[src/rtl/fp_mul_pipe_if.sv]
// Streaming handshake bundle for the pipelined floating-point multiplier.
// The producer/consumer side uses the master modport and the multiplier uses slave.
interface fp_mul_pipe_if #(
  parameter int EXP_W = 8,
  parameter int MAN_W = 23
);
  localparam int W = EXP_W + MAN_W + 1;

  logic         in_valid;
  logic         in_ready;
  logic [W-1:0] a;
  logic [W-1:0] b;
  logic         out_valid;
  logic         out_ready;
  logic [W-1:0] result;
  logic [3:0]   flags;

  modport master (
    output in_valid, a, b, out_ready,
    input  in_ready, out_valid, result, flags
  );

  modport slave (
    input  in_valid, a, b, out_ready,
    output in_ready, out_valid, result, flags
  );
endinterface

[src/rtl/fp_mul_pipe.sv]
// Three-stage pipelined floating-point multiplier with generic exponent and
// fraction widths, round-to-nearest-even, flush-to-zero on subnormal inputs,
// no subnormal outputs, and {invalid, overflow, underflow, inexact} flags.
module fp_mul_pipe #(
  parameter int EXP_W = 8,
  parameter int MAN_W = 23
) (
  input  logic         clk,
  input  logic         rst,
  fp_mul_pipe_if.slave bus
);
  localparam int W  = EXP_W + MAN_W + 1;
  localparam int PW = 2 * MAN_W + 2;
  localparam int EW = EXP_W + 2;
  localparam logic signed [EW-1:0] BIAS    = EW'(2 ** (EXP_W - 1) - 1);
  localparam logic signed [EW-1:0] EXP_TOP = EW'(2 ** EXP_W - 1);
  localparam logic [W-1:0] QNAN = {1'b0, {EXP_W{1'b1}}, 1'b1, {(MAN_W - 1){1'b0}}};

  // Normalise the raw significand product and round to nearest even.
  // Returns {exponent increment (0..2), inexact, rounded fraction}.
  function automatic logic [MAN_W+2:0] norm_round(input logic [PW-1:0] p);
    logic             msb, guard, sticky, up;
    logic [MAN_W-1:0] frac;
    logic [MAN_W:0]   frac_r;
    msb = p[PW-1];
    if (msb) begin
      frac   = p[PW-2:MAN_W+1];
      guard  = p[MAN_W];
      sticky = |p[MAN_W-1:0];
    end else begin
      frac   = p[PW-3:MAN_W];
      guard  = p[MAN_W-1];
      sticky = |p[MAN_W-2:0];
    end
    up     = guard & (sticky | frac[0]);
    frac_r = {1'b0, frac} + (MAN_W + 1)'(up);
    // A carry out of the fraction leaves frac_r[MAN_W-1:0] at zero already.
    return {({1'b0, msb} + {1'b0, frac_r[MAN_W]}), (guard | sticky), frac_r[MAN_W-1:0]};
  endfunction

  // Saturate the final exponent to inf / signed zero, else pack normally.
  // Returns {flags, result}.
  function automatic logic [W+3:0] sat_pack(input logic s,
                                            input logic signed [EW-1:0] e,
                                            input logic [MAN_W-1:0] f,
                                            input logic inexact);
    if (e >= EXP_TOP)
      return {4'b0101, s, {EXP_W{1'b1}}, {MAN_W{1'b0}}};
    else if (e[EW-1] || (e == '0))
      return {4'b0011, s, {(W - 1){1'b0}}};
    else
      return {3'b000, inexact, s, e[EXP_W-1:0], f};
  endfunction

  logic advance, in_ready;
  assign advance      = bus.out_ready | ~bus.out_valid;
  assign in_ready     = advance & ~rst;
  assign bus.in_ready = in_ready;

  // ---- S1: unpack / classify ----
  logic [EXP_W-1:0] a_exp, b_exp;
  logic [MAN_W-1:0] a_frac, b_frac;
  logic a_zero, b_zero, a_inf, b_inf, a_nan, b_nan, sign_d;
  logic             spec_d;
  logic [W-1:0]     sres_d;
  logic [3:0]       sflg_d;
  logic signed [EW-1:0] esum_d;

  assign a_exp  = bus.a[W-2:MAN_W];
  assign b_exp  = bus.b[W-2:MAN_W];
  assign a_frac = bus.a[MAN_W-1:0];
  assign b_frac = bus.b[MAN_W-1:0];
  assign a_zero = (a_exp == '0);
  assign b_zero = (b_exp == '0);
  assign a_inf  = (&a_exp) & (a_frac == '0);
  assign b_inf  = (&b_exp) & (b_frac == '0);
  assign a_nan  = (&a_exp) & (|a_frac);
  assign b_nan  = (&b_exp) & (|b_frac);
  assign sign_d = bus.a[W-1] ^ bus.b[W-1];
  assign esum_d = $signed({2'b00, a_exp}) + $signed({2'b00, b_exp}) - BIAS;

  // Resolve special operands up front; they bypass the arithmetic flags.
  always_comb begin
    spec_d = 1'b1;
    sres_d = '0;
    sflg_d = 4'b0000;
    if (a_nan | b_nan) begin
      sres_d = QNAN;
    end else if ((a_zero & b_inf) | (a_inf & b_zero)) begin
      sres_d = QNAN;
      sflg_d = 4'b1000;
    end else if (a_inf | b_inf) begin
      sres_d = {sign_d, {EXP_W{1'b1}}, {MAN_W{1'b0}}};
    end else if (a_zero | b_zero) begin
      sres_d = {sign_d, {(W - 1){1'b0}}};
    end else begin
      spec_d = 1'b0;
    end
  end

  logic                 vld_p0_q, vld_p1_q, vld_p2_q;
  logic                 sign_p0_q, spec_p0_q;
  logic [W-1:0]         sres_p0_q;
  logic [3:0]           sflg_p0_q;
  logic signed [EW-1:0] esum_p0_q;
  logic [MAN_W:0]       ma_p0_q, mb_p0_q;

  // Stage valid bits shift together on advance; reset discards everything in flight.
  always_ff @(posedge clk) begin
    if (rst) begin
      vld_p0_q <= 1'b0;
      vld_p1_q <= 1'b0;
      vld_p2_q <= 1'b0;
    end else if (advance) begin
      vld_p0_q <= bus.in_valid & in_ready;
      vld_p1_q <= vld_p0_q;
      vld_p2_q <= vld_p1_q;
    end
  end

  // Capture classified operands with the hidden one restored.
  always_ff @(posedge clk) begin
    if (advance) begin
      sign_p0_q <= sign_d;
      spec_p0_q <= spec_d;
      sres_p0_q <= sres_d;
      sflg_p0_q <= sflg_d;
      esum_p0_q <= esum_d;
      ma_p0_q   <= {1'b1, a_frac};
      mb_p0_q   <= {1'b1, b_frac};
    end
  end

  // ---- S2: full significand product ----
  logic [PW-1:0]        prod_d;
  logic                 sign_p1_q, spec_p1_q;
  logic [W-1:0]         sres_p1_q;
  logic [3:0]           sflg_p1_q;
  logic signed [EW-1:0] esum_p1_q;
  logic [PW-1:0]        prod_p1_q;

  assign prod_d = ma_p0_q * mb_p0_q;

  // Register the product alongside the carried sign/exponent/special info.
  always_ff @(posedge clk) begin
    if (advance) begin
      sign_p1_q <= sign_p0_q;
      spec_p1_q <= spec_p0_q;
      sres_p1_q <= sres_p0_q;
      sflg_p1_q <= sflg_p0_q;
      esum_p1_q <= esum_p0_q;
      prod_p1_q <= prod_d;
    end
  end

  // ---- S3: normalise / round / pack ----
  logic [MAN_W+2:0]     nr;
  logic signed [EW-1:0] e_fin;
  logic [W+3:0]         packed_w;
  logic [W-1:0]         result_d;
  logic [3:0]           flags_d;

  // Pick the special-case result when one was flagged in S1.
  always_comb begin
    nr       = norm_round(prod_p1_q);
    e_fin    = esum_p1_q + $signed({{(EW - 2){1'b0}}, nr[MAN_W+2:MAN_W+1]});
    packed_w = sat_pack(sign_p1_q, e_fin, nr[MAN_W-1:0], nr[MAN_W]);
    result_d = packed_w[W-1:0];
    flags_d  = packed_w[W+3:W];
    if (spec_p1_q) begin
      result_d = sres_p1_q;
      flags_d  = sflg_p1_q;
    end
  end

  logic [W-1:0] result_q;
  logic [3:0]   flags_q;

  // Output register only loads real results so it holds steady through bubbles and stalls.
  always_ff @(posedge clk) begin
    if (rst) begin
      result_q <= '0;
      flags_q  <= '0;
    end else if (advance & vld_p1_q) begin
      result_q <= result_d;
      flags_q  <= flags_d;
    end
  end

  assign bus.out_valid = vld_p2_q;
  assign bus.result    = result_q;
  assign bus.flags     = flags_q;
endmodule

[src/flat_wrapper.sv]
// flat-port wrapper written by rule: the top's interface ports become plain ports
module fp_mul_pipe_flat 
#(
  parameter int EXP_W = 8,
  parameter int MAN_W = 23
)
  (clk, rst, bus_in_valid, bus_a, bus_b, bus_out_ready, bus_in_ready, bus_out_valid, bus_result, bus_flags);
  fp_mul_pipe_if #(.EXP_W(EXP_W), .MAN_W(MAN_W)) bus_i ();
  input  logic clk;
  input  logic rst;
  input wire logic [$bits(bus_i.in_valid)-1:0] bus_in_valid;
  input wire logic [$bits(bus_i.a)-1:0] bus_a;
  input wire logic [$bits(bus_i.b)-1:0] bus_b;
  input wire logic [$bits(bus_i.out_ready)-1:0] bus_out_ready;
  output wire logic [$bits(bus_i.in_ready)-1:0] bus_in_ready;
  output wire logic [$bits(bus_i.out_valid)-1:0] bus_out_valid;
  output wire logic [$bits(bus_i.result)-1:0] bus_result;
  output wire logic [$bits(bus_i.flags)-1:0] bus_flags;
  assign bus_i.in_valid = bus_in_valid;
  assign bus_i.a = bus_a;
  assign bus_i.b = bus_b;
  assign bus_i.out_ready = bus_out_ready;
  assign bus_in_ready = bus_i.in_ready;
  assign bus_out_valid = bus_i.out_valid;
  assign bus_result = bus_i.result;
  assign bus_flags = bus_i.flags;
  fp_mul_pipe #(.EXP_W(EXP_W), .MAN_W(MAN_W)) u_core (.clk(clk), .rst(rst), .bus(bus_i));
endmodule
[config.mk]
export PLATFORM = sky130hd
export DESIGN_NAME = fp_mul_pipe_flat
export DESIGN_NICKNAME = d
export VERILOG_FILES = /design/src/rtl/fp_mul_pipe_if.sv /design/src/rtl/fp_mul_pipe.sv /design/src/flat_wrapper.sv
export SDC_FILE = /design/constraint.sdc
export NUM_CORES = 2
export LEC_CHECK = 0
export ABC_AREA = 1
export BUFFER_PORTS_ARGS = -buffer_cell sky130_fd_sc_hd__buf_2
export CORE_AREA = 2 2 216 218
export CTS_CLUSTER_SIZE = 25
export DETAILED_ROUTE_END_ITERATION = 8
export DIE_AREA = 0 0 218 220
export HOLD_SLACK_MARGIN = 0.02
export PLACE_DENSITY = 0.76
export SETUP_SLACK_MARGIN = 0.05
export SYNTH_ARGS = -nofsm -noshare
export SYNTH_HDL_FRONTEND = slang
export SYNTH_SLANG_ARGS = --single-unit
[constraint.sdc]
create_clock -name clk -period 8.2 [get_ports clk]
set_input_delay 0.41 -clock clk [delete_from_list [all_inputs] [get_ports clk]]
set_output_delay 0.41 -clock clk [all_outputs]
set_load 0.005 [all_outputs]
==> results.sh <==
export IMPL_die_x_um=218
export IMPL_io_pins=106
export IMPL_drt_antenna_violating_nets=0
export IMPL_synth_compound_area_share_pct=3.96
export IMPL_fmax_mhz=141
export IMPL_yosys_area_share_simple_pct=17.8
export IMPL_initialDrtViolationCount=1441
export IMPL_fin_crit_sh_pct=86.6
export IMPL_busiest_layer="met2"
export IMPL_ys_seq_area_share_pct=16.8
export IMPL_syn_num_nets=4107
export IMPL_vias_per_cell=5.18
export IMPL_clk_pin_slew_ns=0.08
export IMPL_n_antenna_cell=0
export IMPL_final_common_cell="inv_1"
export IMPL_grt_use_total_pct=29.9
export IMPL_yosys_area_share_xor_xnor_pct=1.97
export IMPL_vias=20929
export IMPL_synthAdderAreaFrac_pct=44.3
export IMPL_met3_usage_pct=5.38
export IMPL_place_inst=4010
export IMPL_critPathCaptureType="flop"
export IMPL_grt_max_degree=73
export IMPL_cts_buffers=17
export IMPL_fillCellCount=3972
export IMPL_hold_path_class="in -> reg"
export IMPL_grt_first_pass_wirelength_mm=112
export IMPL_min_period_ns=7.10
export IMPL_setup_tns_ns=0
export IMPL_grt_util_met1_pct=39.5
export IMPL_num_rows=79
export IMPL_drcViolationCount=0
export IMPL_worstPathRequired_ns=8.42
export IMPL_reg2reg_from="u_core.ma_p0_q[12]"
export IMPL_final_cell_mix="982 x inv_1, 874 x nand2_1, 484 x fa_1"
export IMPL_r2r_end="u_core.prod_p1_q[44]"
export IMPL_drt_wl_total_mm=66.5
export IMPL_cts_resized=0
export IMPL_cts_root_buf="clkbuf_16"
export IMPL_drv_slew=0
export IMPL_final_cell_area_um2=28900
export IMPL_place_area_um2=28300
export IMPL_finalWeightedCongestion=0.977
export IMPL_h_tree_depth=4
export IMPL_nets=4161
export IMPL_startpoint_type="flop"
export IMPL_drtPass1Iterations=5
export IMPL_ys_warnings_count=0
export IMPL_ys_ff_latch=165
export IMPL_regArea_um2=4560
export IMPL_dieArea_um2=48000
export IMPL_clockBufferDepth=2
export IMPL_synthCells=3368
export IMPL_r2r_slack_ns=1.10
export IMPL_core_area_um2=45900
export IMPL_ys_flop_type="edfxtp_1"
export IMPL_grt_overflow_total=0
export IMPL_yosys_area_top_type_share_pct=35.6
export IMPL_hp_start="bus_a[19]"
export IMPL_syn_area_per_cell_um2=8.07
export IMPL_arrival_ns=7.32
export IMPL_tightest_slew_ns=1.20
export IMPL_antenna_found_initial=0
export IMPL_rsz0062_at_grt="false"
export IMPL_ys_async_sr_fraction_pct=0
export IMPL_cts_tree="done"
export IMPL_port_buffer_count=105
export IMPL_syn_cell_area_um2=27200
export IMPL_run_status="completed"
export IMPL_synthTopCellsByArea="fa_1 36%, edfxtp_1 14%, inv_1 14%"
export IMPL_clk_latency_ns=0.47
export IMPL_dp_hpwl_mm=55.8
export IMPL_holdBufCountCts=0
export IMPL_clock_skew_ns=0.0153
export IMPL_initial_core_util_pct=59.3
export IMPL_grt_use_met2_pct=49.9
export IMPL_wl_per_cell_um=16.5
export IMPL_synthMuxAreaShare_pct=0
export IMPL_whs_endpoint="u_core.ma_p0_q[19]"
export IMPL_die_h_um=220
export IMPL_grt_pass1_vias=21939
export IMPL_synth_edf_count=126
export IMPL_multi_input_area_um2=18500
export IMPL_layout_drive_gt1_share_pct=6.70
export IMPL_synth_cell_types=43
export IMPL_synth_top_family_by_area="adder cells"
export IMPL_hold_viol=0
export IMPL_stdcell_count=4042
export IMPL_clock_sinks=165
export IMPL_rr_worst_depth=19
export IMPL_crit_type="reg -> reg"
export IMPL_relSlewSlack_pct=20.0
export IMPL_area_delta_synth_final_pct=6.44
export IMPL_worstPathMaxFanout=24
export IMPL_drv_cap=0
export IMPL_hold_depth=1
export IMPL_yosys_area_top_type="fa_1"
export IMPL_post_cts_setup_buffers=0
export IMPL_setup_viol=0
worst max-delay path by stage:
stage | startpoint | slack [ns] | cells past startpoint | end
floorplan | u_core.ma_p0_q[13] | 2.14 | 26 | u_core.prod_p1_q[40]
global placement | u_core.mb_p0_q[9] | 1.26 | 23 | u_core.prod_p1_q[43]
detailed placement | u_core.ma_p0_q[22] | 1.26 | 21 | u_core.prod_p1_q[44]
CTS | u_core.ma_p0_q[9] | 1.21 | 20 | u_core.prod_p1_q[30]
global route | u_core.ma_p0_q[12] | 0.77 | 25 | u_core.prod_p1_q[40]
finish | u_core.ma_p0_q[12] | 1.10 | 19 | u_core.prod_p1_q[44]
state kept, by name, summed over array words and instances (netlist names), 3 cells and up:
name / count
u_core.sres_p0_q: 3
u_core.esum_p1_q: 10
u_core.esum_p0_q: 10
u_core.ma_p0_q: 23
u_core.mb_p0_q: 23
u_core.bus.result: 32
u_core.prod_p1_q: 48
u_core.sres_p1_q: 3
u_core.bus.flags: 4
cell usage after synthesis, types with 8 or more instances:
library cell / count
inv_1: 983
nand2_1: 874
fa_1: 484
ha_1: 187
nor2_1: 149
edfxtp_1: 126
clkbuf_1: 99
a21oi_1: 88
nand3_1: 74
xor2_1: 44
o21ai_0: 40
dfxtp_1: 39
nand4_1: 18
nor4_1: 18
xnor2_1: 17
nor3_1: 15
a21oi_2: 10
nand3_2: 10
a21o_1: 9
o21bai_1: 9
nor2_2: 8
critical path, stage by stage (launching register included):
cell and delay [ns]:
edfxtp_1 1.07, nand2_1 0.22, fa_1 0.57, fa_1 0.54, inv_1 0.05, fa_1 0.49, fa_1 0.62, fa_1 0.48
fa_1 0.51, inv_1 0.05, fa_1 0.48, inv_1 0.05, ha_1 0.36, a21oi_1 0.31, o21ai_0 0.18, a21boi_0 0.31
o21ai_0 0.19, nand2_1 0.10, nand3_1 0.08, xor2_1 0.14
kinds of logic (layout without fill, tap and decap cells):
kind of cell / after synthesis / after routing
XOR/XNOR: 61 / 61
buffers and inverters: 1095 / 1162
adder cells (fa/ha/maj): 671 / 671
flip-flops: 165 / 165
AO/OA/AOI/OAI: 186 / 186
AND/OR/NAND/NOR: 1190 / 1190
per-layer routing:
layer | routed length (µm) | part of all wire, % | vias to the layer above
li1 | - | - | 9860
met1 | 27300 | 41 | 10135
met2 | 31900 | 48 | 815
met3 | 5180 | 7.8 | 119
met4 | 2120 | 3.2 | 0
met5 | 0 | 0 | -
cell type report:
class / count / area share [%]
sequential: 165 / 15.8
clock inverter: 14 / 0.623
inverter: 989 / 12.8
timing repair buffer: 141 / 2.75
tap: 607 / 2.62
clock buffer: 18 / 1.56
multi-input combinational: 2108 / 63.8
per-stage QoR:
stage / util (%) / setup WS [ns] / hold slack, ns
final: 63.1 / 1.10 / 0.128
after detailed placement: 61.7 / 1.26 / 0.405
after global routing: 63.1 / 0.768 / 0.122
after CTS: 63.1 / 1.21 / 0.115
after global placement: 61.7 / 1.26 / 0.403
after floorplan: - / 2.14 / 0.400
Power is not shown: default switching activity piles up to over one toggle a cycle in this logic, so the estimate is an artifact.
